$ cat src/rtl/spi_device.sv
// spi_device: SPI target front end for single, dual and (optionally) quad IO.
// All pad inputs are resynchronised into the clk domain and the SPI clock is
// handled as an edge-detected strobe. Data is sampled on rising spi_clk and
// launched on falling spi_clk (clock idles high).
//
// Build option: define SPI_DEVICE_QUAD_EN to support spi_mode = 4. Without
// it, mode 4 is rejected like any other invalid mode and IO2/IO3 are never
// driven.
//
// state  | meaning
// -------+---------------------------------------------------------------
// IDLE   | chip select high (or not yet seen high since reset), no traffic
// ACTIVE | frame in progress: shifting rx on rising, tx on falling edges
module spi_device (
    input  logic       clk,
    input  logic       reset,
    input  logic       spi_cs_n,
    input  logic       spi_clk,
    input  logic [3:0] spi_data_in,
    output logic [3:0] spi_data_out,
    output logic [3:0] spi_data_oe,
    input  logic [2:0] spi_mode,
    input  logic       spi_dir,
    output logic [7:0] spi_byte_rx,
    output logic       spi_byte_rx_strobe,
    input  logic [7:0] spi_byte_tx,
    input  logic       spi_byte_tx_strobe,
    output logic       spi_byte_tx_req,
    output logic       spi_frame_start,
    output logic       spi_frame_end,
    output logic       spi_underrun
);

    typedef enum logic {IDLE, ACTIVE} state_t;

    state_t     state_q;
    logic [1:0] cs_sync_q;
    logic [1:0] clk_sync_q;
    logic [3:0] data_meta_q;
    logic [3:0] data_sync_q;
    logic       cs_prev_q;
    logic       clk_prev_q;
    logic [1:0] fill_q;
    logic       armed_q;
    logic [2:0] cnt_q;
    logic [7:0] rx_q;
    logic [7:0] tx_q;
    logic [7:0] hold_q;
    logic       hold_valid_q;
    logic       pend_q;
    logic       rose_q;
    logic [7:0] byte_rx_q;
    logic       rx_stb_q;
    logic       frame_start_q;
    logic       frame_end_q;
    logic       underrun_q;

    logic       cs_s;
    logic       cs_fall;
    logic       cs_rise;
    logic       clk_rise;
    logic       clk_fall;
    logic       mode_ok;
    logic [2:0] step_d;
    logic [2:0] cnt_d;
    logic [7:0] rx_d;
    logic [7:0] tx_shift_d;
    logic [7:0] load_byte_d;
    logic       load_under_d;
    logic       load_now;

    // Two-flop synchronizers plus one delay stage for edge detection.
    always_ff @(posedge clk) begin
        if (reset) begin
            cs_sync_q   <= 2'b11;
            clk_sync_q  <= 2'b11;
            data_meta_q <= 4'h0;
            data_sync_q <= 4'h0;
            cs_prev_q   <= 1'b1;
            clk_prev_q  <= 1'b1;
        end else begin
            cs_sync_q   <= {cs_sync_q[0], spi_cs_n};
            clk_sync_q  <= {clk_sync_q[0], spi_clk};
            data_meta_q <= spi_data_in;
            data_sync_q <= data_meta_q;
            cs_prev_q   <= cs_sync_q[1];
            clk_prev_q  <= clk_sync_q[1];
        end
    end

    // The synchronizers reset to "CS high", so a pin already low at reset
    // would look like a falling edge. Arm only once a real high is observed.
    always_ff @(posedge clk) begin
        if (reset) begin
            fill_q  <= 2'd0;
            armed_q <= 1'b0;
        end else if (fill_q != 2'd3) begin
            fill_q <= fill_q + 2'd1;
        end else if (cs_s) begin
            armed_q <= 1'b1;
        end
    end

    assign cs_s     = cs_sync_q[1];
    assign cs_fall  = cs_prev_q & ~cs_s & armed_q;
    assign cs_rise  = ~cs_prev_q & cs_s;
    assign clk_rise = ~clk_prev_q & clk_sync_q[1];
    assign clk_fall = clk_prev_q & ~clk_sync_q[1];

`ifdef SPI_DEVICE_QUAD_EN
    assign mode_ok = (spi_mode == 3'd1) || (spi_mode == 3'd2) || (spi_mode == 3'd4);
`else
    assign mode_ok = (spi_mode == 3'd1) || (spi_mode == 3'd2);
    logic unused_hi_data;
    assign unused_hi_data = ^data_sync_q[3:2];
`endif

    // Per-mode shift values and bit counter advance.
    always_comb begin
        step_d     = 3'd1;
        rx_d       = {rx_q[6:0], data_sync_q[0]};
        tx_shift_d = {tx_q[6:0], 1'b0};
        case (spi_mode)
            3'd2: begin
                step_d     = 3'd2;
                rx_d       = {rx_q[5:0], data_sync_q[1:0]};
                tx_shift_d = {tx_q[5:0], 2'b00};
            end
`ifdef SPI_DEVICE_QUAD_EN
            3'd4: begin
                step_d     = 3'd4;
                rx_d       = {rx_q[3:0], data_sync_q[3:0]};
                tx_shift_d = {tx_q[3:0], 4'h0};
            end
`endif
            default: ;
        endcase
        cnt_d = cnt_q + step_d;
    end

    // A strobe coinciding with a load goes straight to the shifter.
    assign load_byte_d  = spi_byte_tx_strobe ? spi_byte_tx :
                          (hold_valid_q ? hold_q : 8'hFF);
    assign load_under_d = ~spi_byte_tx_strobe & ~hold_valid_q;
    assign load_now     = ((state_q == IDLE) && cs_fall) ||
                          ((state_q == ACTIVE) && !cs_rise && mode_ok && clk_fall && pend_q);

    // Tx holding register and sticky underrun flag.
    always_ff @(posedge clk) begin
        if (reset) begin
            hold_q       <= 8'h00;
            hold_valid_q <= 1'b0;
            underrun_q   <= 1'b0;
        end else if (load_now) begin
            hold_valid_q <= 1'b0;
            if (load_under_d) underrun_q <= 1'b1;
        end else if (spi_byte_tx_strobe) begin
            hold_q       <= spi_byte_tx;
            hold_valid_q <= 1'b1;
        end
    end

    // Frame state machine with shift registers and registered pulses.
    always_ff @(posedge clk) begin
        if (reset) begin
            state_q       <= IDLE;
            cnt_q         <= 3'd0;
            rx_q          <= 8'h00;
            tx_q          <= 8'h00;
            pend_q        <= 1'b0;
            rose_q        <= 1'b0;
            byte_rx_q     <= 8'h00;
            rx_stb_q      <= 1'b0;
            frame_start_q <= 1'b0;
            frame_end_q   <= 1'b0;
        end else begin
            rx_stb_q      <= 1'b0;
            frame_start_q <= 1'b0;
            frame_end_q   <= 1'b0;
            case (state_q)
                IDLE: begin
                    if (cs_fall) begin
                        state_q       <= ACTIVE;
                        cnt_q         <= 3'd0;
                        rx_q          <= 8'h00;
                        tx_q          <= load_byte_d;
                        pend_q        <= 1'b0;
                        rose_q        <= 1'b0;
                        frame_start_q <= 1'b1;
                    end
                end
                ACTIVE: begin
                    if (cs_rise) begin
                        state_q     <= IDLE;
                        pend_q      <= 1'b0;
                        frame_end_q <= 1'b1;
                    end else if (mode_ok) begin
                        if (clk_rise) begin
                            rx_q   <= rx_d;
                            cnt_q  <= cnt_d;
                            rose_q <= 1'b1;
                            if (cnt_d == 3'd0) begin
                                byte_rx_q <= rx_d;
                                rx_stb_q  <= 1'b1;
                                pend_q    <= 1'b1;
                            end
                        end else if (clk_fall) begin
                            if (pend_q) begin
                                tx_q   <= load_byte_d;
                                pend_q <= 1'b0;
                                rose_q <= 1'b0;
                            end else if (rose_q) begin
                                tx_q <= tx_shift_d;
                            end
                        end
                    end
                end
                default: state_q <= IDLE;
            endcase
        end
    end

    // Pad mapping: single drives IO1, dual IO1:IO0, quad IO3:IO0.
    always_comb begin
        spi_data_out = 4'h0;
        spi_data_oe  = 4'h0;
        if (state_q == ACTIVE && mode_ok) begin
            case (spi_mode)
                3'd1: begin
                    spi_data_out = {2'b00, tx_q[7], 1'b0};
                    spi_data_oe  = 4'b0010;
                end
                3'd2: begin
                    spi_data_out = {2'b00, tx_q[7:6]};
                    spi_data_oe  = 4'b0011;
                end
`ifdef SPI_DEVICE_QUAD_EN
                3'd4: begin
                    spi_data_out = tx_q[7:4];
                    spi_data_oe  = 4'b1111;
                end
`endif
                default: ;
            endcase
            if (!spi_dir) spi_data_oe = 4'h0;
        end
    end

    assign spi_byte_rx        = byte_rx_q;
    assign spi_byte_rx_strobe = rx_stb_q;
    assign spi_byte_tx_req    = ~hold_valid_q;
    assign spi_frame_start    = frame_start_q;
    assign spi_frame_end      = frame_end_q;
    assign spi_underrun       = underrun_q;

endmodule

$ cat config.mk
export PLATFORM = sky130hd
export DESIGN_NAME = spi_device
export DESIGN_NICKNAME = d
export VERILOG_FILES = /design/src/rtl/spi_device.sv
export SDC_FILE = /design/constraint.sdc
export NUM_CORES = 1
export LEC_CHECK = 0
export BUFFER_PORTS_ARGS = -buffer_cell sky130_fd_sc_hd__buf_4
export CAP_MARGIN = 20
export CELL_PAD_IN_SITES_DETAIL_PLACEMENT = 1
export CELL_PAD_IN_SITES_GLOBAL_PLACEMENT = 1
export CORE_MARGIN = 2
export CORE_UTILIZATION = 46
export CTS_CLUSTER_DIAMETER = 50
export DETAILED_ROUTE_END_ITERATION = 8
export GPL_ROUTABILITY_DRIVEN = 0
export GPL_TIMING_DRIVEN = 1
export PLACE_DENSITY_LB_ADDON = 0.1
export SYNTH_ARGS = -nofsm -noshare
export SYNTH_HDL_FRONTEND = slang
export SYNTH_SLANG_ARGS = --single-unit
$ cat constraint.sdc
create_clock -name clk -period 3.3 [get_ports clk]
set_input_delay 0.165 -clock clk [delete_from_list [all_inputs] [get_ports clk]]
set_output_delay 0.165 -clock clk [all_outputs]
set_load 0.01 [all_outputs]
==> flow_metrics.env, run 1 <==
export IMPL_grt_overflow=0
export IMPL_setup_violations=0
export IMPL_hold_buffers=0
export IMPL_placed_area_mm2=0.002969
export IMPL_timing_rr_end="spi_byte_rx[7]$_SDFFE_PP0P_"
export IMPL_worst_slew_pin_transition_ns=0.7499
export IMPL_synth_area_leaders="dfxtp_1, mux2i_1, nand2_1, a21oi_1, nor3_1"
export IMPL_p_leak_nw=1.233
export IMPL_final_antenna_net_count=0
export IMPL_ys_seq_elements=55
export IMPL_max_freq_ghz=0.4207
export IMPL_layout_min_cycle_time_ns=2.377
export IMPL_crit_fanout=15
export IMPL_r2r_cells=7
export IMPL_fin_tns_setup_ns=0
export IMPL_min_path_type="input port to register"
export IMPL_worst_slack_ns=0.9228
export IMPL_min_path_cells=2
export IMPL_post_cts_resized=0
export IMPL_cp_top_family="simple AND/OR/NAND/NOR gates"
export IMPL_fp_dieH_um=80.63
export IMPL_clock_sinks=55
export IMPL_utilization=0.5497
export IMPL_critPathLaunch="spi_mode[0]"
export IMPL_synthDistinctLibCells=57
export IMPL_synthArstFlopShare=0
export IMPL_grt_max_degree=46
export IMPL_synth_top_area_frac=0.4076
export IMPL_htreeDepth=2
export IMPL_worst_setup_path_type="input port to register"
export IMPL_dr_pass1_iters=4
export IMPL_post_route_period_util=0.7204
export IMPL_cts_tree="built"
export IMPL_viasPerCell=5.653
export IMPL_synthToLayoutAreaGrowth_pct=13.43
export IMPL_grt_pass1_wl_um=11160
export IMPL_pin_count=42
export IMPL_hpwl_um=4701
export IMPL_synth_area_per_cell_um2=8.975
export IMPL_final_common_cell="dfxtp_1"
export IMPL_cp_start_kind="input port"
export IMPL_finClkSkew_ns=0.007133
export IMPL_crit_slowest_cell="nor3b_4"
export IMPL_powerDensity_mw_per_mm2=398.8
export IMPL_post_synth_instance_area_mm2=0.002701
export IMPL_slew_headroom=0.4970
export IMPL_drive_above_1_share=0.2165
export IMPL_rows=27
export IMPL_rrSetupSlack_ns=1.12
export IMPL_gr_usage_all_layers=0.2235
export IMPL_yosysSeqAreaShare=0.4076
export IMPL_cp_required_ns=3.52
export IMPL_ys_warn_count=0
export IMPL_finalPower_mw=1.222
export IMPL_outcome="finished, final reports clean"
export IMPL_grt_pass1_vias=2221
export IMPL_area_sequential_mm2=0.001101
export IMPL_path_cells="buf_4, nor3b_4, inv_4, ha_1, inv_1, fa_1, xor2_1, and4_1, a21oi_1, a311oi_1"
export IMPL_postCtsSetupBuffers=0
export IMPL_core_mm2=0.005574
export IMPL_vias=2261
export IMPL_placedCellCount=392
export IMPL_slowest_delay_ns=0.48
export IMPL_drv_slew=0
export IMPL_worstPathArrival_ns=2.60
export IMPL_die_w_um=80.63
export IMPL_antenna_cells=0
export IMPL_start_util=0.4846
export IMPL_synth_edff_count=0
export IMPL_yosys_area_top_type="dfxtp_1"
export IMPL_drv_cap=0
export IMPL_clk_pin_slew_ns=0.10
export IMPL_cts_buffer_depth=2
export IMPL_regToRegStartpoint="cnt_q[0]$_SDFFE_PP0P_"
export IMPL_wl_per_cell_um=16.94
export IMPL_hold_worst_slack_ns=0.03451
export IMPL_rsz0062_at_grt="no"
export IMPL_insertion_delay_ns=0.31
export IMPL_drt_iter0_markers=154
export IMPL_root_buffer="clkbuf_8"
export IMPL_drc=0
export IMPL_die_area_mm2=0.006501
export IMPL_hold_end="clk_sync_q[0]$_SDFF_PP1_"
export IMPL_pre_cts_slack_ns=0.5901
export IMPL_multi_input_area_mm2=0.001460
export IMPL_nNetsFinal=353
export IMPL_stdcell_count=400
export IMPL_min_from="spi_clk"
export IMPL_hold_violations=0
export IMPL_path_buf_inv=3
export IMPL_end_kind="register"
export IMPL_antenna_found_initial=0
export IMPL_nFillCells=678
export IMPL_final_cell_mix="dfxtp_1, nand2_1, buf_4"
export IMPL_ir_drop_uv=258.1
export IMPL_wirelength_um=6774
export IMPL_port_buffers=35
export IMPL_synthCells=301
export IMPL_finalInstanceArea_mm2=0.003064
export IMPL_cts_made_buffers=5
export IMPL_synthFlopType="dfxtp_1"
## per-layer routing
layer	GRT usage	vias up	share of wire	routed length (um)
li1	-	1103	-	-
met1	0.2891	1116	0.44	2987
met2	0.3858	37	0.51	3480
met3	0.03708	5	0.035	238
met4	0.05593	0	0.010	68
met5	0	-	0	0
## synth_stat cells, types with 6 or more instances
cell type	number
nor2b_1	11
a21oi_1	28
nand4_1	7
nand2b_1	9
nand2_1	40
nor3_1	14
a311o_1	6
nor2_1	8
dfxtp_1	55
clkbuf_1	9
o21ai_0	10
mux2i_1	16
inv_1	8
or3b_2	6
## sequential cells by signal, summed over array words and instances (netlist names), 3 cells and up
signal       cells
cnt_q            3
hold_q           8
rx_q             7
spi_byte_rx      8
tx_q             8
## report_power, final
group	internal, mW	leakage, nW	total (mW)	switching (mW)
Sequential	0.684	0.448	0.698	0.0137
Combinational	0.0586	0.737	0.130	0.0711
Clock	0.173	0.0484	0.394	0.222
## worst max path at each step
stage	to	slack, ns	cells past startpoint
after floorplan	spi_byte_rx[1]$_SDFFE_PP0P_	1.11	11
after global placement	spi_byte_rx[7]$_SDFFE_PP0P_	0.67	8
after detailed placement	spi_byte_rx[7]$_SDFFE_PP0P_	0.59	10
after CTS	spi_byte_rx[7]$_SDFFE_PP0P_	0.92	10
after global routing	spi_byte_rx[7]$_SDFFE_PP0P_	0.65	10
final	spi_byte_rx[7]$_SDFFE_PP0P_	0.92	10
## kinds of logic after synthesis
| family | after synthesis | share of synthesized area |
|---|---|---|
| AND/OR/NAND/NOR | 121 | 0.2538 |
| AO/OA/AOI/OAI | 61 | 0.1496 |
| flip-flops | 55 | 0.4076 |
| buffers and inverters | 31 | 0.05604 |
| multiplexers | 23 | 0.08985 |
| adder cells (fa/ha/maj) | 5 | 0.02594 |
| XOR/XNOR | 4 | 0.01575 |
| other | 1 | 0.001388 |
## final cells by class
cell class	instances	share of cell area
clock buffer	7	0.02817
tap	72	0.02940
inverter	10	0.01307
clock inverter	1	0.002858
multi-input combinational	218	0.4765
timing repair buffer	37	0.09065
sequential	55	0.3593
Note: power is estimated with default switching activity, not from simulation.
==> inputs of run 2 (changes only) <==
--- a/config.mk
+++ b/config.mk
@@ -10,7 +10,7 @@
 export CELL_PAD_IN_SITES_DETAIL_PLACEMENT = 1
 export CELL_PAD_IN_SITES_GLOBAL_PLACEMENT = 1
 export CORE_MARGIN = 2
-export CORE_UTILIZATION = 46
+export CORE_UTILIZATION = 42
 export CTS_CLUSTER_DIAMETER = 50
 export DETAILED_ROUTE_END_ITERATION = 8
 export GPL_ROUTABILITY_DRIVEN = 0
==> constraint.sdc (replaced) <==
create_clock -name clk -period 2.4 [get_ports clk]
set_input_delay 0.12 -clock clk [delete_from_list [all_inputs] [get_ports clk]]
set_output_delay 0.12 -clock clk [all_outputs]
set_load 0.01 [all_outputs]
==> run 2 against run 1 <==
  * Register-to-register slack lost 0.85 ns
  * Routed wire length decreased by 6.2%
  * Clock power grew 38%
  * Combinational power grew 40%
  * Cell count is 3.3% higher
  * Die area grew 9.1%
  * Cell area up 2.3%
  * Via count down 1.1%
  * Critical path type is now register to register
==> flow_metrics.env, run 2 (synthesized netlist as in run 1, its figures left out) <==
export IMPL_outcome="finished, final reports clean"
export IMPL_post_route_period_util=0.8892
export IMPL_insertion_delay_ns=0.31
export IMPL_final_cell_mix="dfxtp_1, buf_4, nand2_1"
export IMPL_synthToLayoutAreaGrowth_pct=16.07
export IMPL_slew_headroom=0.5117
export IMPL_start_util=0.4303
export IMPL_hpwl_um=4495
export IMPL_clk_pin_slew_ns=0.10
export IMPL_worst_slew_pin_transition_ns=0.7259
export IMPL_port_buffers=35
export IMPL_layout_min_cycle_time_ns=2.134
export IMPL_final_common_cell="dfxtp_1"
export IMPL_drc=0
export IMPL_ir_drop_uv=304.8
export IMPL_core_mm2=0.006277
export IMPL_cp_start_kind="register"
export IMPL_cts_made_buffers=5
export IMPL_die_w_um=84.20
export IMPL_end_kind="register"
export IMPL_wirelength_um=6353
export IMPL_drv_cap=0
export IMPL_fin_tns_setup_ns=0
export IMPL_drive_above_1_share=0.2292
export IMPL_wl_per_cell_um=15.38
export IMPL_pin_count=42
export IMPL_postCtsSetupBuffers=0
export IMPL_rrSetupSlack_ns=0.27
export IMPL_worstPathArrival_ns=2.36
export IMPL_worst_setup_path_type="register to register"
export IMPL_grt_pass1_wl_um=10640
export IMPL_grt_pass1_vias=2255
export IMPL_root_buffer="clkbuf_8"
export IMPL_rows=29
export IMPL_setup_violations=0
export IMPL_hold_buffers=2
export IMPL_clock_sinks=55
export IMPL_cp_required_ns=2.63
export IMPL_hold_end="data_meta_q[1]$_SDFF_PP0_"
export IMPL_final_antenna_net_count=0
export IMPL_min_path_type="input port to register"
export IMPL_drt_iter0_markers=48
export IMPL_fp_dieH_um=84.20
export IMPL_htreeDepth=2
export IMPL_antenna_cells=0
export IMPL_max_freq_ghz=0.4686
export IMPL_regToRegStartpoint="cnt_q[0]$_SDFFE_PP0P_"
export IMPL_viasPerCell=5.416
export IMPL_antenna_found_initial=0
export IMPL_cts_tree="built"
export IMPL_gr_usage_all_layers=0.1834
export IMPL_vias=2237
export IMPL_nNetsFinal=361
export IMPL_cts_buffer_depth=2
export IMPL_utilization=0.4995
export IMPL_min_path_cells=2
export IMPL_hold_violations=0
export IMPL_rsz0062_at_grt="no"
export IMPL_post_cts_resized=0
export IMPL_r2r_cells=7
export IMPL_finClkSkew_ns=0.005304
export IMPL_grt_overflow=0
export IMPL_hold_worst_slack_ns=0.01434
export IMPL_p_leak_nw=1.270
export IMPL_crit_fanout=9
export IMPL_min_from="spi_data_in[1]"
export IMPL_drv_slew=0
export IMPL_finalPower_mw=1.685
export IMPL_dr_pass1_iters=4
export IMPL_timing_rr_end="spi_byte_rx[7]$_SDFFE_PP0P_"
export IMPL_grt_max_degree=46
export IMPL_die_area_mm2=0.007090
export IMPL_powerDensity_mw_per_mm2=537.4
## run 2: worst max path at each step
stage / start / end / cells past startpoint
floorplan: spi_mode[0] / spi_byte_rx[1]$_SDFFE_PP0P_ / 11
global placement: spi_mode[1] / spi_byte_rx[7]$_SDFFE_PP0P_ / 10
CTS: cnt_q[0]$_SDFFE_PP0P_ / spi_byte_rx[7]$_SDFFE_PP0P_ / 7
global route: cnt_q[0]$_SDFFE_PP0P_ / spi_byte_rx[7]$_SDFFE_PP0P_ / 7
detailed placement: spi_mode[1] / spi_byte_rx[7]$_SDFFE_PP0P_ / 10
finish: cnt_q[0]$_SDFFE_PP0P_ / spi_byte_rx[7]$_SDFFE_PP0P_ / 7
## run 2: through the flow
step	cells	setup slack, ns	cell area, um2
floorplan	304	0.2587	2713
global route	413	0.1050	3136
global placement	403	0.2046	3020
CTS	413	0.2450	3136
finish	413	0.2659	3136
detailed placement	403	0.1159	3020
## run 2: per-layer routing
metal | global-route usage | wire length (um) | vias to the layer above | part of all wire
met5 | 0 | 0 | - | 0
met4 | 0.05865 | 70 | 0 | 0.011
met3 | 0.03343 | 165 | 7 | 0.026
met2 | 0.3016 | 2937 | 27 | 0.46
met1 | 0.2446 | 3180 | 1088 | 0.50
li1 | - | - | 1115 | -
## run 2: final cells by class
| class | count | area [um2] |
|---|---|---|
| timing repair buffer | 45 | 342.8 |
| tap | 77 | 96.34 |
| sequential | 55 | 1101 |
| multi-input combinational | 218 | 1460 |
| clock buffer | 7 | 86.33 |
| clock inverter | 1 | 8.758 |
| fill | 741 | 3142 |
| inverter | 10 | 40.04 |
## run 2: power by group
group / leakage, nW / internal (mW) / switching (mW)
sequential: 0.448 / 0.941 / 0.0177
combinational: 0.774 / 0.0859 / 0.0961
clock: 0.0484 / 0.237 / 0.307
## run 2: critical path, cell delays in order, from the launching register on
cell and delay [ns]:
dfxtp_1 0.36, ha_1 0.15, inv_1 0.05, fa_1 0.49
nor2b_1 0.19, and4_1 0.44, a21oi_1 0.12, a311oi_1 0.26
==> inputs of run 3 (changes only) <==
--- a/config.mk
+++ b/config.mk
@@ -9,9 +9,10 @@
 export CAP_MARGIN = 20
 export CELL_PAD_IN_SITES_DETAIL_PLACEMENT = 1
 export CELL_PAD_IN_SITES_GLOBAL_PLACEMENT = 1
+export CORE_ASPECT_RATIO = 0.9
 export CORE_MARGIN = 2
 export CORE_UTILIZATION = 42
-export CTS_CLUSTER_DIAMETER = 50
+export CTS_CLUSTER_DIAMETER = 120
 export DETAILED_ROUTE_END_ITERATION = 8
 export GPL_ROUTABILITY_DRIVEN = 0
 export GPL_TIMING_DRIVEN = 1
==> run 3 against run 2 <==
  * Sequential power about the same
  * Combinational power increased by 3%
  * Clock skew decreased by 0.00055 ns
  * Cell area increased by 0.40%
  * Die area about the same
  * Sequential share of layout area decreased by 0.14 points
  * Maximum frequency decreased by 3.6%
  * Setup slack got worse by 0.080 ns
  * Cell count increased by 2.4%
  * Via count increased by 0.31%
  * Sequential cell count unchanged
  * Critical path type unchanged
  * Largest power group unchanged
==> flow_metrics.env, run 3 (synthesized netlist as in run 1, its figures left out) <==
export IMPL_hold_violations=0
export IMPL_cts_made_buffers=5
export IMPL_slew_headroom=0.5476
export IMPL_powerDensity_mw_per_mm2=540.5
export IMPL_final_common_cell="dfxtp_1"
export IMPL_die_area_mm2=0.007090
export IMPL_path_buf_inv=1
export IMPL_core_mm2=0.006182
export IMPL_htreeDepth=2
export IMPL_viasPerCell=5.305
export IMPL_final_cell_mix="dfxtp_1, buf_4, nand2_1"
export IMPL_hold_end="data_meta_q[1]$_SDFF_PP0_"
export IMPL_outcome="finished, final reports clean"
export IMPL_clk_pin_slew_ns=0.11
export IMPL_drive_above_1_share=0.2321
export IMPL_drt_iter0_markers=94
export IMPL_insertion_delay_ns=0.32
export IMPL_timing_rr_end="spi_byte_rx[7]$_SDFFE_PP0P_"
export IMPL_rows=27
export IMPL_die_w_um=88.54
export IMPL_fp_dieH_um=80.08
export IMPL_final_antenna_net_count=0
export IMPL_crit_slowest_cell="fa_1"
export IMPL_cp_top_family="simple AND/OR/NAND/NOR gates"
export IMPL_antenna_found_initial=0
export IMPL_hpwl_um=4646
export IMPL_min_from="spi_data_in[1]"
export IMPL_max_freq_ghz=0.4516
export IMPL_setup_violations=0
export IMPL_grt_max_degree=46
export IMPL_grt_overflow=0
export IMPL_pin_count=42
export IMPL_p_leak_nw=1.272
export IMPL_post_route_period_util=0.9226
export IMPL_drv_slew=0
export IMPL_slowest_delay_ns=0.49
export IMPL_min_path_cells=2
export IMPL_wirelength_um=6668
export IMPL_fin_tns_setup_ns=0
export IMPL_finClkSkew_ns=0.004753
export IMPL_min_path_type="input port to register"
export IMPL_cts_tree="built"
export IMPL_start_util=0.4370
export IMPL_regToRegStartpoint="cnt_q[0]$_SDFFE_PP0P_"
export IMPL_path_cells="ha_1, inv_1, fa_1, nor2b_1, and4_1, a21oi_1, a311oi_1"
export IMPL_drc=0
export IMPL_gr_usage_all_layers=0.2041
export IMPL_grt_pass1_vias=2219
export IMPL_r2r_cells=7
export IMPL_postCtsSetupBuffers=0
export IMPL_layout_min_cycle_time_ns=2.214
export IMPL_crit_fanout=9
export IMPL_cts_buffer_depth=2
export IMPL_synthToLayoutAreaGrowth_pct=16.54
export IMPL_ir_drop_uv=355.0
export IMPL_post_cts_resized=0
export IMPL_clock_sinks=55
export IMPL_drv_cap=0
export IMPL_vias=2244
export IMPL_cp_required_ns=2.64
export IMPL_antenna_cells=0
export IMPL_cp_start_kind="register"
export IMPL_end_kind="register"
export IMPL_worstPathArrival_ns=2.45
export IMPL_wl_per_cell_um=15.76
export IMPL_worst_slew_pin_transition_ns=0.6726
export IMPL_port_buffers=35
export IMPL_worst_setup_path_type="register to register"
export IMPL_dr_pass1_iters=4
export IMPL_rrSetupSlack_ns=0.19
export IMPL_nNetsFinal=361
export IMPL_grt_pass1_wl_um=11100
export IMPL_root_buffer="clkbuf_8"
export IMPL_utilization=0.5092
export IMPL_rsz0062_at_grt="no"
## run 3: through the flow
step                setup WS (ns)  total power, mW  hold slack (ns)  instance area, um2  std cells
floorplan                  0.2587            1.103           0.2238                2713        304
global placement           0.1095            1.161           0.3063                3033        413
detailed placement        0.02004            1.166           0.3125                3033        413
CTS                        0.2109            1.720         0.006166                3148        423
global route             0.007529            1.777         0.004411                3148        423
finish                     0.1859            1.702         0.007540                3148        423
## run 3: worst max path at each step
| stage | startpoint | to | slack, ns | cells past startpoint |
|---|---|---|---|---|
| after floorplan | spi_mode[0] | spi_byte_rx[1]$_SDFFE_PP0P_ | 0.26 | 11 |
| after global placement | spi_mode[1] | spi_byte_rx[7]$_SDFFE_PP0P_ | 0.11 | 10 |
| after detailed placement | spi_mode[1] | spi_byte_rx[3]$_SDFFE_PP0P_ | 0.02 | 10 |
| after CTS | cnt_q[0]$_SDFFE_PP0P_ | spi_byte_rx[7]$_SDFFE_PP0P_ | 0.21 | 7 |
| after global routing | cnt_q[0]$_SDFFE_PP0P_ | spi_byte_rx[7]$_SDFFE_PP0P_ | 0.008 | 7 |
| final | cnt_q[0]$_SDFFE_PP0P_ | spi_byte_rx[7]$_SDFFE_PP0P_ | 0.19 | 7 |
## run 3: worst register-to-register path, cell delays in order (launching register included)
cell      delay (ns)
dfxtp_1         0.35
ha_1            0.16
inv_1           0.05
fa_1            0.49
nor2b_1         0.24
and4_1          0.46
a21oi_1         0.12
a311oi_1        0.25
## run 3: per-layer routing
metal	wire, um	vias up	track usage
met5	0	-	0
met4	77	0	0.06667
met3	198	7	0.03700
met2	2800	38	0.3015
met1	3592	1084	0.2989
li1	-	1115	-
## run 3: cell type report
type | instances | area, um2
Sequential cell | 55 | 1101
Multi-Input combinational cell | 218 | 1460
Clock inverter | 3 | 26.28
Inverter | 10 | 40.04
Tap cell | 87 | 108.9
Fill cell | 763 | 3034
Timing Repair Buffer | 45 | 342.8
Clock buffer | 5 | 68.82
## run 3: power breakdown
group	total, mW	switching, mW	internal, mW
Combinational	0.188	0.102	0.0860
Clock	0.555	0.339	0.216
Sequential	0.959	0.0185	0.941
## run 3: repair_timing
action | 4_1_cts | 5_1_grt
setup endpoints to repair | 0 | 0
hold buffers | 2 | 0
hold endpoints to repair | 2 | 0
